===== src/rtl/inst_encoder_pkg.sv =====
// Shared instruction-set definitions for the encoder (and the matching decoder):
// op class encodings, MIPS opcode/funct constants, the output-buffer occupancy
// states and the field-to-word encoding function.
package inst_encoder_pkg;

  // Decoded op class carried on the request stream
  typedef enum logic [2:0] {
    op_addu = 3'd0,
    op_subu = 3'd1,
    op_ori  = 3'd2,
    op_lw   = 3'd3,
    op_sw   = 3'd4,
    op_beq  = 3'd5,
    op_jal  = 3'd6,
    op_und  = 3'd7
  } op_e;

  // Primary opcodes (instruction bits 31:26)
  localparam logic [5:0] OPC_RTYPE = 6'b000000;
  localparam logic [5:0] OPC_ORI   = 6'b001101;
  localparam logic [5:0] OPC_LW    = 6'b100011;
  localparam logic [5:0] OPC_SW    = 6'b101011;
  localparam logic [5:0] OPC_BEQ   = 6'b000100;
  localparam logic [5:0] OPC_JAL   = 6'b000011;

  // R-type function codes (instruction bits 5:0)
  localparam logic [5:0] FN_ADDU = 6'b100001;
  localparam logic [5:0] FN_SUBU = 6'b100011;

  // Occupancy of the 2-entry output buffer
  typedef enum logic [1:0] {
    FIFO_EMPTY = 2'd0,
    FIFO_ONE   = 2'd1,
    FIFO_FULL  = 2'd2
  } fifo_state_e;

  // Re-encode a decoded instruction into its 32-bit MIPS word. Fields that an
  // op does not use are ignored; the undefined op yields zero (never stored).
  function automatic logic [31:0] encode_inst(
    input logic [2:0]  op,
    input logic [4:0]  rs,
    input logic [4:0]  rt,
    input logic [4:0]  rd,
    input logic [15:0] imm,
    input logic [25:0] target
  );
    logic [31:0] word;
    word = 32'h0000_0000;
    case (op)
      op_addu: word = {OPC_RTYPE, rs, rt, rd, 5'b00000, FN_ADDU};
      op_subu: word = {OPC_RTYPE, rs, rt, rd, 5'b00000, FN_SUBU};
      op_ori:  word = {OPC_ORI, rs, rt, imm};
      op_lw:   word = {OPC_LW,  rs, rt, imm};
      op_sw:   word = {OPC_SW,  rs, rt, imm};
      op_beq:  word = {OPC_BEQ, rs, rt, imm};
      op_jal:  word = {OPC_JAL, target};
      default: word = 32'h0000_0000;
    endcase
    return word;
  endfunction

endpackage


===== src/rtl/inst_encoder_if.sv =====
// Request stream (decoded fields + address load) and instruction-memory write
// stream of the encoder, plus its status outputs.
interface inst_encoder_if #(
  parameter int CNT_W = 16
);
  // Request side
  logic              in_valid;
  logic              in_ready;
  logic [2:0]        op;
  logic [4:0]        rs;
  logic [4:0]        rt;
  logic [4:0]        rd;
  logic [15:0]       imm;
  logic [25:0]       target;
  logic              addr_load;
  logic [31:0]       addr_in;
  // Memory write side
  logic              out_valid;
  logic              out_ready;
  logic [31:0]       waddr;
  logic [31:0]       wdata;
  // Status
  logic [CNT_W-1:0]  words_written;
  logic              err_und;

  // Loader / bench / memory side
  modport master (
    output in_valid, op, rs, rt, rd, imm, target, addr_load, addr_in, out_ready,
    input  in_ready, out_valid, waddr, wdata, words_written, err_und
  );

  // Encoder side
  modport slave (
    input  in_valid, op, rs, rt, rd, imm, target, addr_load, addr_in, out_ready,
    output in_ready, out_valid, waddr, wdata, words_written, err_und
  );
endinterface


===== src/rtl/inst_encoder_fifo2.sv =====
// Two-entry in-order valid/ready buffer. The head entry is a register that
// drives pop_data directly; push_ready and pop_valid are registered, so there
// is no combinational path from pop_ready to push_ready.
import inst_encoder_pkg::*;

module inst_fifo2 #(
  parameter int W = 64
) (
  input  logic         clk,
  input  logic         rst_n,
  input  logic         push_valid,
  output logic         push_ready,
  input  logic [W-1:0] push_data,
  output logic         pop_valid,
  input  logic         pop_ready,
  output logic [W-1:0] pop_data
);

  fifo_state_e  state_r;
  fifo_state_e  state_nxt_s;
  logic [W-1:0] head_r;
  logic [W-1:0] tail_r;
  logic         ready_r;
  logic         valid_r;
  logic         push_fire_s;
  logic         pop_fire_s;
  logic         load_head_s;
  logic         head_from_tail_s;
  logic         load_tail_s;

  // Occupancy state register
  always_ff @(posedge clk or negedge rst_n) begin
    if (!rst_n) begin
      state_r <= FIFO_EMPTY;
    end else begin
      state_r <= state_nxt_s;
    end
  end

  // Next occupancy and entry-load controls from the push/pop handshakes
  always_comb begin
    state_nxt_s      = state_r;
    load_head_s      = 1'b0;
    head_from_tail_s = 1'b0;
    load_tail_s      = 1'b0;
    push_fire_s      = push_valid & ready_r;
    pop_fire_s       = valid_r & pop_ready;
    case (state_r)
      FIFO_EMPTY: begin
        if (push_fire_s) begin
          load_head_s = 1'b1;
          state_nxt_s = FIFO_ONE;
        end else begin
          state_nxt_s = FIFO_EMPTY;
        end
      end
      FIFO_ONE: begin
        if (push_fire_s && pop_fire_s) begin
          load_head_s = 1'b1;
          state_nxt_s = FIFO_ONE;
        end else if (push_fire_s) begin
          load_tail_s = 1'b1;
          state_nxt_s = FIFO_FULL;
        end else if (pop_fire_s) begin
          state_nxt_s = FIFO_EMPTY;
        end else begin
          state_nxt_s = FIFO_ONE;
        end
      end
      FIFO_FULL: begin
        // push_ready is low here, so only a pop can happen
        if (pop_fire_s) begin
          head_from_tail_s = 1'b1;
          state_nxt_s      = FIFO_ONE;
        end else begin
          state_nxt_s = FIFO_FULL;
        end
      end
      default: begin
        state_nxt_s = FIFO_EMPTY;
      end
    endcase
  end

  // Entry storage: head feeds the output, tail holds the second word
  always_ff @(posedge clk or negedge rst_n) begin
    if (!rst_n) begin
      head_r <= {W{1'b0}};
      tail_r <= {W{1'b0}};
    end else begin
      if (load_head_s) begin
        head_r <= push_data;
      end else if (head_from_tail_s) begin
        head_r <= tail_r;
      end else begin
        head_r <= head_r;
      end
      if (load_tail_s) begin
        tail_r <= push_data;
      end else begin
        tail_r <= tail_r;
      end
    end
  end

  // Registered handshake flags; ready stays low throughout reset
  always_ff @(posedge clk or negedge rst_n) begin
    if (!rst_n) begin
      ready_r <= 1'b0;
      valid_r <= 1'b0;
    end else begin
      ready_r <= (state_nxt_s != FIFO_FULL);
      valid_r <= (state_nxt_s != FIFO_EMPTY);
    end
  end

  assign push_ready = ready_r;
  assign pop_valid  = valid_r;
  assign pop_data   = head_r;

endmodule


===== src/rtl/inst_encoder.sv =====
// Instruction encoder: turns decoded instruction fields back into MIPS words
// and streams them out as addressed instruction-memory writes. Tracks the next
// write address, counts words taken by memory and flags undefined ops.
import inst_encoder_pkg::*;

module inst_encoder #(
  parameter logic [31:0] BASE_ADDR = 32'h0000_3000,
  parameter int          CNT_W     = 16
) (
  input  logic          clk,
  input  logic          rst_n,
  inst_encoder_if.slave bus
);

  logic             accept_s;
  logic             und_s;
  logic             push_s;
  logic             pop_fire_s;
  logic             push_ready_s;
  logic             pop_valid_s;
  logic [31:0]      load_addr_s;
  logic [31:0]      word_addr_s;
  logic [31:0]      word_data_s;
  logic [63:0]      push_data_s;
  logic [63:0]      pop_data_s;
  logic [31:0]      next_addr_r;
  logic [CNT_W-1:0] words_written_r;
  logic             err_und_r;

  // Request handshake, address selection and word encoding
  always_comb begin
    accept_s    = bus.in_valid & push_ready_s;
    und_s       = (bus.op == op_und);
    push_s      = accept_s & ~und_s;
    pop_fire_s  = pop_valid_s & bus.out_ready;
    load_addr_s = {bus.addr_in[31:2], 2'b00};
    if (bus.addr_load) begin
      word_addr_s = load_addr_s;
    end else begin
      word_addr_s = next_addr_r;
    end
    word_data_s = encode_inst(bus.op, bus.rs, bus.rt, bus.rd, bus.imm, bus.target);
    push_data_s = {word_addr_s, word_data_s};
  end

  inst_fifo2 #(
    .W (64)
  ) u_fifo (
    .clk        (clk),
    .rst_n      (rst_n),
    .push_valid (push_s),
    .push_ready (push_ready_s),
    .push_data  (push_data_s),
    .pop_valid  (pop_valid_s),
    .pop_ready  (bus.out_ready),
    .pop_data   (pop_data_s)
  );

  // Next write address: advance past each stored word, or take a loaded one
  always_ff @(posedge clk or negedge rst_n) begin
    if (!rst_n) begin
      next_addr_r <= BASE_ADDR;
    end else if (push_s) begin
      next_addr_r <= word_addr_s + 32'd4;
    end else if (bus.addr_load) begin
      next_addr_r <= load_addr_s;
    end else begin
      next_addr_r <= next_addr_r;
    end
  end

  // Sticky undefined-op flag, set on an accepted op=7 request
  always_ff @(posedge clk or negedge rst_n) begin
    if (!rst_n) begin
      err_und_r <= 1'b0;
    end else if (accept_s && und_s) begin
      err_und_r <= 1'b1;
    end else begin
      err_und_r <= err_und_r;
    end
  end

  // Count of words taken by memory, wrapping at 2^CNT_W
  always_ff @(posedge clk or negedge rst_n) begin
    if (!rst_n) begin
      words_written_r <= {CNT_W{1'b0}};
    end else if (pop_fire_s) begin
      words_written_r <= words_written_r + {{(CNT_W-1){1'b0}}, 1'b1};
    end else begin
      words_written_r <= words_written_r;
    end
  end

  assign bus.in_ready      = push_ready_s;
  assign bus.out_valid     = pop_valid_s;
  assign bus.waddr         = pop_data_s[63:32];
  assign bus.wdata         = pop_data_s[31:0];
  assign bus.words_written = words_written_r;
  assign bus.err_und       = err_und_r;

endmodule


===== src/flat_wrapper.sv =====
// flat-port wrapper written by rule: the top's interface ports become plain ports
module inst_encoder_flat 
#(
  parameter logic [31:0] BASE_ADDR = 32'h0000_3000,
  parameter int          CNT_W     = 16
)
  (clk, rst_n, bus_in_valid, bus_op, bus_rs, bus_rt, bus_rd, bus_imm, bus_target, bus_addr_load, bus_addr_in, bus_out_ready, bus_in_ready, bus_out_valid, bus_waddr, bus_wdata, bus_words_written, bus_err_und);
  inst_encoder_if #(.CNT_W(CNT_W)) bus_i ();
  input  logic clk;
  input  logic rst_n;
  input wire logic [$bits(bus_i.in_valid)-1:0] bus_in_valid;
  input wire logic [$bits(bus_i.op)-1:0] bus_op;
  input wire logic [$bits(bus_i.rs)-1:0] bus_rs;
  input wire logic [$bits(bus_i.rt)-1:0] bus_rt;
  input wire logic [$bits(bus_i.rd)-1:0] bus_rd;
  input wire logic [$bits(bus_i.imm)-1:0] bus_imm;
  input wire logic [$bits(bus_i.target)-1:0] bus_target;
  input wire logic [$bits(bus_i.addr_load)-1:0] bus_addr_load;
  input wire logic [$bits(bus_i.addr_in)-1:0] bus_addr_in;
  input wire logic [$bits(bus_i.out_ready)-1:0] bus_out_ready;
  output wire logic [$bits(bus_i.in_ready)-1:0] bus_in_ready;
  output wire logic [$bits(bus_i.out_valid)-1:0] bus_out_valid;
  output wire logic [$bits(bus_i.waddr)-1:0] bus_waddr;
  output wire logic [$bits(bus_i.wdata)-1:0] bus_wdata;
  output wire logic [$bits(bus_i.words_written)-1:0] bus_words_written;
  output wire logic [$bits(bus_i.err_und)-1:0] bus_err_und;
  assign bus_i.in_valid = bus_in_valid;
  assign bus_i.op = bus_op;
  assign bus_i.rs = bus_rs;
  assign bus_i.rt = bus_rt;
  assign bus_i.rd = bus_rd;
  assign bus_i.imm = bus_imm;
  assign bus_i.target = bus_target;
  assign bus_i.addr_load = bus_addr_load;
  assign bus_i.addr_in = bus_addr_in;
  assign bus_i.out_ready = bus_out_ready;
  assign bus_in_ready = bus_i.in_ready;
  assign bus_out_valid = bus_i.out_valid;
  assign bus_waddr = bus_i.waddr;
  assign bus_wdata = bus_i.wdata;
  assign bus_words_written = bus_i.words_written;
  assign bus_err_und = bus_i.err_und;
  inst_encoder #(.BASE_ADDR(BASE_ADDR), .CNT_W(CNT_W)) u_core (.clk(clk), .rst_n(rst_n), .bus(bus_i));
endmodule

===== config.mk =====
export PLATFORM = sky130hd
export DESIGN_NAME = inst_encoder_flat
export DESIGN_NICKNAME = d
export VERILOG_FILES = /design/src/rtl/inst_encoder_pkg.sv /design/src/rtl/inst_encoder_if.sv /design/src/rtl/inst_encoder_fifo2.sv /design/src/rtl/inst_encoder.sv /design/src/flat_wrapper.sv
export SDC_FILE = /design/constraint.sdc
export NUM_CORES = 1
export LEC_CHECK = 0
export BUFFER_PORTS_ARGS = -buffer_cell sky130_fd_sc_hd__buf_4
export CAP_MARGIN = 15
export CORE_MARGIN = 5
export CORE_UTILIZATION = 35
export DETAILED_ROUTE_END_ITERATION = 16
export GPL_TIMING_DRIVEN = 0
export PLACE_DENSITY_LB_ADDON = 0.25
export SLEW_MARGIN = 15
export SYNTH_ARGS = -nofsm -noshare
export SYNTH_HDL_FRONTEND = slang
export SYNTH_SLANG_ARGS = --single-unit

===== constraint.sdc =====
create_clock -name clk -period 4.3 [get_ports clk]
set_input_delay 0.43 -clock clk [delete_from_list [all_inputs] [get_ports clk]]
set_output_delay 0.43 -clock clk [all_outputs]
set_load 0.05 [all_outputs]

==> impl_metrics.tcl, run 1 <==
set metrics [dict create \
    place.port_buffers 174 \
    grtUsageTotal 0.1761 \
    h-tree-depth 4 \
    path_class "primary input to flip-flop" \
    drive_gt1_frac 0.2702 \
    regArea_um2 4482 \
    syn_avg_cell_area_um2 10.67 \
    crit_fanout 10 \
    tightest_slew_ps 764.1 \
    layout_commonest_cell "dfrtp_1" \
    fmax_ghz 0.3655 \
    critPathArrivalTime_ps 3030 \
    holdBufCountCts 1 \
    num_vias 6615 \
    crit_path_cell_trace "buf_6, buf_6, buf_4, buf_2, mux2i_1, inv_1, ha_1, nand3_1, nor2_1, nand3_2, a211oi_1, xnor2_1" \
    rows 56 \
    syn_to_final_growth_pct 28.73 \
    swShare 0.4410 \
    grt_max_degree 97 \
    post_cts_buffers 0 \
    syn-cell-area_um2 8204 \
    clk_path_buf_depth 2 \
    cts_buffers 17 \
    fin_crit_ps 2736 \
    status "finished, final reports clean" \
    multi_input_area_um2 3460 \
    p_switching_mw 3.296 \
    rsz0062_at_grt "false" \
    p_comb_frac 0.432 \
    syn_nets 870 \
    synth-async-reset-ratio 1.000 \
    endpoint_kind "flip-flop" \
    via_per_inst 5.104 \
    seqPwrFrac 0.357 \
    synth_seq_cells 179 \
    cp_top_family "buffers and inverters" \
    slew_violations 0 \
    syn_inst 769 \
    place_congestion 0.8118 \
    seq_area_frac_synth 0.5463 \
    holdWs_ps 281.7 \
    core_area_um2 23260 \
    startpoint_type "primary input" \
    cts_root_buffer "clkbuf_16" \
    insertion_delay_ps 440 \
    nets 1065 \
    relSlewSlack 0.4906 \
    die_w_um 163.1 \
    drt-wirelength-per-cell_um 18.23 \
    antenna_cells 0 \
    setup_ws_ps 1564 \
    critical-path-slowest-cell "buf_2" \
    yosys.cell_types.count 49 \
    grt_pass1_vias 6514 \
    drtIter0Drc 375 \
    post-route-drc-count 0 \
    dp.final_hpwl_um 17190 \
    cp_data_required_time_ps 4600 \
    yosys_most_used_dff "dfrtp_1" \
    maxCapViolCount 0 \
    place_ws_ps 1133 \
    final_util 0.4540 \
    final_cell_mix "dfrtp_1 (177), buf_4 (175), nand2_1 (121), o21ai_0 (92), nor2_1 (53)" \
    antenna_found_initial 1 \
    clock_sinks 179 \
    ctsResizeCount 0 \
    path_clk_slew_ps 80 \
    min_path_type "primary input to flip-flop" \
    crit_buf_inv 5 \
    die_area_um2 26600 \
    drt-total-wl_um 23620 \
    grt.overflow.total 0 \
    n_fill_cell 2250 \
    grt_pass1_wl_um 36700 \
    hold_viol_final 0 \
    die_height_um 163.1 \
    cellInternalPower_mw 4.178 \
    clock_skew_ps 16.89 \
    ir_drop_v 0.0003776 \
    power_mw 7.475 \
    io_pins 180 \
    ant_nets 0 \
    start_util 0.3527 \
    synth_edf_count 0 \
    cts_tree "built" \
    cellLeakagePower_nw 4.846 \
    power_density_nw_per_um2 707.7 \
    worst_path_most_repeated_cell "buf_6" \
    dr.pass1.iters 5 \
    fin_crit_sh 0.6363 \
    p_clk_frac 0.211 \
    synth_warnings 0 \
    setup_viol 0 \
    cpPeakStageDelay_ps 350 \
    fin_setup_tns_ps 0 \
]
routing by layer:
metal | GRT usage | vias up | share of wire
met2 | 0.2902 | 187 | 0.48
li1 | - | 3133 | -
met5 | 0 | - | 0.00085
met1 | 0.2421 | 3280 | 0.46
met3 | 0.04214 | 13 | 0.053
met4 | 0.02783 | 2 | 0.0056
worst register-to-register path, stage by stage (launching register included):
cell,delay [ps]
dfrtp_1,390
nand2_1,270
inv_1,200
ha_1,240
nand2_1,60
a21o_1,190
clkbuf_1,410
clkbuf_1,510
nand2_1,110
o21ai_0,110
cell families (layout without fill, tap and decap cells):
kind of cell / after synthesis / after routing / share of synthesized area
and+or+nand+nor: 242 / 242 / 0.1341
AOI/OAI and AO/OA: 181 / 181 / 0.1492
DFF: 179 / 179 / 0.5463
muxes: 67 / 67 / 0.08708
buffers and inverters: 53 / 261 / 0.03203
xor gates and xnor gates: 42 / 42 / 0.04484
adders and majority gates: 4 / 4 / 0.006101
other: 1 / 1 / 0.0004571
path summary, 6_finish.rpt:
check / startpoint / end / slack [ps] / depth (start not counted)
min reg2reg: u_core.u_fifo.tail_r[58]$_DFFE_PN0P_ / u_core.u_fifo.tail_r[58]$_DFFE_PN0P_ / 480 / 2
min in group asynchronous: rst_n / u_core.bus.words_written[14]$_DFFE_PN0P_ / 560 / 2
min: bus_in_valid / u_core.bus.err_und$_DFFE_PN0P_ / 280 / 2
max reg2reg: u_core.u_fifo.pop_valid$_DFF_PN0_ / u_core.u_fifo.pop_data[11]$_DFFE_PN0P_ / 1730 / 9
max: bus_addr_load / u_core.next_addr_r[20]$_DFF_PN0_ / 1560 / 12
max in group asynchronous: rst_n / u_core.next_addr_r[13]$_DFF_PN1_ / 2800 / 3
cell type report:
| type | count | area share |
|---|---|---|
| buffer | 48 | 0.02310 |
| clock buffer | 17 | 0.04028 |
| clock inverter | 15 | 0.01718 |
| inverter | 5 | 0.001777 |
| multi-input combinational | 537 | 0.3276 |
| sequential | 179 | 0.4244 |
| tap | 319 | 0.03779 |
| timing repair buffer | 176 | 0.1279 |
through the flow:
stage	cell area (um2)	instances
detailed placement	9945	1263
CTS	10560	1296
floorplan	8204	769
global route	10560	1296
global placement	9910	1262
finish	10560	1296
cells in the mapped netlist (3+ instances only):
cell type	count	area, um2
nor2b_1	3	18.77
nand3_1	14	70.07
mux2i_1	32	320.3
nand2_1	121	454.2
nand4_1	10	62.56
a21oi_1	6	30.03
a221oi_1	6	52.55
inv_1	3	11.26
mux2_2	35	394.1
clkbuf_1	33	123.9
ha_1	4	50.05
nand3b_1	4	30.03
o21ai_0	92	460.4
xnor2_1	33	289.0
nand2b_1	7	43.79
a221o_1	34	340.3
nand4b_1	4	35.03
buf_6	7	78.83
nor3_1	8	40.04
a31oi_1	6	37.54
buf_1	3	11.26
dfrtp_1	177	4429
and3_1	3	18.77
xor2_1	9	78.83
a21o_1	7	52.55
a22oi_1	20	150.1
a211oi_1	5	37.54
nor2_1	53	198.9
registers in the layout (all words and copies together), names as in the netlist:
| register | count |
|---|---|
| u_core.u_fifo.tail_r | 63 |
| u_core.bus.words_written | 16 |
| u_core.bus.err_und | 1 |
| u_core.u_fifo.state_r | 2 |
| u_core.u_fifo.push_ready | 1 |
| u_core.next_addr_r | 32 |
| u_core.u_fifo.pop_data | 63 |
| u_core.u_fifo.pop_valid | 1 |
power groups by stage:
stage | clock [mW] | combinational [mW] | sequential (mW)
final | 1.57 | 3.23 | 2.67
after global routing | 1.67 | 3.48 | 2.74
after CTS | 1.60 | 3.27 | 2.66
after detailed placement | 0 | 3.26 | 2.70
after global placement | 0 | 3.22 | 2.67
after floorplan | 0 | 1.18 | 3.66
(Power assumes the default switching activity.)
==> run 2, diff against run 1 <==
Clock period 4.3 ns to 2.65 ns, I/O delays scaled along.
==> run 2 against run 1 <==
Effect of this change:
- sequential power is 62% higher
- worst hold slack worse by 160 ps
- sequential cell count stayed put
- final area hardly changed
- sequential share of layout area hardly changed
- routed wire length is 0.65% lower
- highest routed layer unchanged
- largest cell class unchanged
==> impl_metrics.tcl, run 2 (synthesis results as in run 1) <==
set metrics [dict create \
    start_util 0.3527 \
    cts_root_buffer "clkbuf_16" \
    drt-total-wl_um 23470 \
    ir_drop_v 0.0006129 \
    post-route-drc-count 0 \
    antenna_found_initial 1 \
    crit_fanout 10 \
    clock_skew_ps 17.48 \
    startpoint_type "flip-flop" \
    dr.pass1.iters 7 \
    drtIter0Drc 344 \
    path_class "flip-flop to flip-flop" \
    multi_input_area_um2 3465 \
    reg2reg_depth 8 \
    cp_data_required_time_ps 2990 \
    grt.overflow.total 0 \
    endpoint_kind "flip-flop" \
    grt_max_degree 97 \
    reg2reg_to "u_core.u_fifo.tail_r[47]$_DFFE_PN0P_" \
    cellLeakagePower_nw 4.860 \
    relSlewSlack 0.5026 \
    insertion_delay_ps 440 \
    critical-path-slowest-cell "dfrtp_1" \
    post_cts_buffers 0 \
    die_area_um2 26600 \
    nets 1064 \
    grt_pass1_wl_um 36700 \
    power_density_nw_per_um2 1147 \
    timing.rr.start "u_core.u_fifo.push_ready$_DFF_PN0_" \
    place_congestion 0.8118 \
    cpPeakStageDelay_ps 490 \
    fmax_ghz 0.4174 \
    drt-wirelength-per-cell_um 18.12 \
    h-tree-depth 4 \
    use_met3 0.04214 \
    path_clk_slew_ps 80 \
    place_ws_ps -351.7 \
    die_height_um 163.1 \
    worstHoldStart "bus_in_valid" \
    final_cell_mix "dfrtp_1 (177), buf_4 (175), nand2_1 (121), o21ai_0 (92), nor2_1 (51)" \
    placed_cell_area_um2 9945 \
    gr-usage-met2 0.2902 \
    setup_ws_ps 254.2 \
    clk_path_buf_depth 2 \
    clock_sinks 179 \
    die_w_um 163.1 \
    layout_commonest_cell "dfrtp_1" \
    io_pins 180 \
    syn_to_final_growth_pct 28.84 \
    cts_tree "built" \
    n_fill_cell 2248 \
    rsz0062_at_grt "false" \
    min_path_type "primary input to flip-flop" \
    antenna_cells 0 \
    tightest_slew_ps 746.1 \
    core_area_um2 23260 \
    drive_gt1_frac 0.2787 \
    dp.final_hpwl_um 17190 \
    fin_crit_ps 2396 \
    crit_path_cell_trace "nand2_1, nor2_2, ha_1, nand3b_1, clkbuf_1, clkbuf_1, nand2_1, o21ai_0" \
    place.port_buffers 174 \
    r2r_setup_slack_ps 250 \
    slew_violations 0 \
    status "finished, final reports clean" \
    via_per_inst 5.070 \
    crit_start "u_core.u_fifo.push_ready$_DFF_PN0_" \
    final_cell_area_um2 10570 \
    hold_viol_final 0 \
    num_vias 6566 \
    rows 56 \
    maxCapViolCount 0 \
    globalRoute.busiestLayer "met2" \
    regArea_um2 4482 \
    grtUsageTotal 0.1761 \
    grt_util_met1 0.2421 \
    cts_buffers 17 \
    fin_setup_tns_ps 0 \
    ant_nets 0 \
    critPathCapture "u_core.u_fifo.tail_r[47]$_DFFE_PN0P_" \
    grt_pass1_vias 6514 \
    fin_crit_sh 0.9041 \
    setup_viol 0 \
    critPathArrivalTime_ps 2740 \
]
==> run 2: cell count changes in the layout (fill, tap and decap cells not counted), sizes merged <==
cell  delta
buf      -1
==> run 2: critical path, delay by kind of cell, from the launching register on <==
kind                       cells  cell delay, ps
adders and majority gates      1             180
buffers and inverters          2             950
DFF                            1             490
and+or+nand+nor                4             590
AOI/OAI and AO/OA              1             100
==> run 2: final cells by class <==
class                   count  area share
plain buffers              47     0.02344
clock buffers              17     0.04025
clock inverters            15     0.01716
inverters                   5    0.001776
multi-input cells         537      0.3278
flip-flops and latches    179      0.4240
well taps                 319     0.03776
repair buffers            176      0.1278
==> run 2: routing by layer <==
metal  wire (um)  vias up
met2       11280      182
met1       10720     3235
met4         115        2
met5          20        -
li1            -     3136
met3        1333       11
==> run 2: worst min path at each step <==
| stage | endpoint | slack (ps) | depth (start not counted) |
|---|---|---|---|
| after global placement | u_core.bus.err_und$_DFFE_PN0P_ | 460 | 1 |
| final | u_core.bus.err_und$_DFFE_PN0P_ | 120 | 2 |
| after detailed placement | u_core.bus.words_written[14]$_DFFE_PN0P_ | 300 | 1 |
| after CTS | u_core.bus.err_und$_DFFE_PN0P_ | 100 | 2 |
| after global routing | u_core.bus.err_und$_DFFE_PN0P_ | 110 | 2 |
| after floorplan | u_core.bus.err_und$_DFFE_PN0P_ | -30 | 0 |
==> run 2: per-stage QoR <==
step	total power, mW	utilization	cells	hold WS [ps]
floorplan	7.847	-	769	-30.59
global placement	9.565	0.4260	1262	458.5
detailed placement	9.661	0.4275	1263	300.3
CTS	12.23	0.4540	1296	101.2
global route	12.82	0.4544	1295	106.1
finish	12.13	0.4544	1295	122.8
==> run 2: what timing repair did <==
item | CTS | global route
gates resized for setup | 0 | 16
endpoints found under the setup margin | 0 | 42
hold endpoints to repair | 83 | 0
hold buffers | 1 | 0
==> run 2: report_power, final <==
| group | switching [mW] | internal (mW) | leakage [nW] |
|---|---|---|---|
| Clock | 1.26 | 1.28 | 0.296 |
| Combinational | 3.49 | 1.77 | 2.33 |
| Sequential | 0.586 | 3.74 | 2.24 |
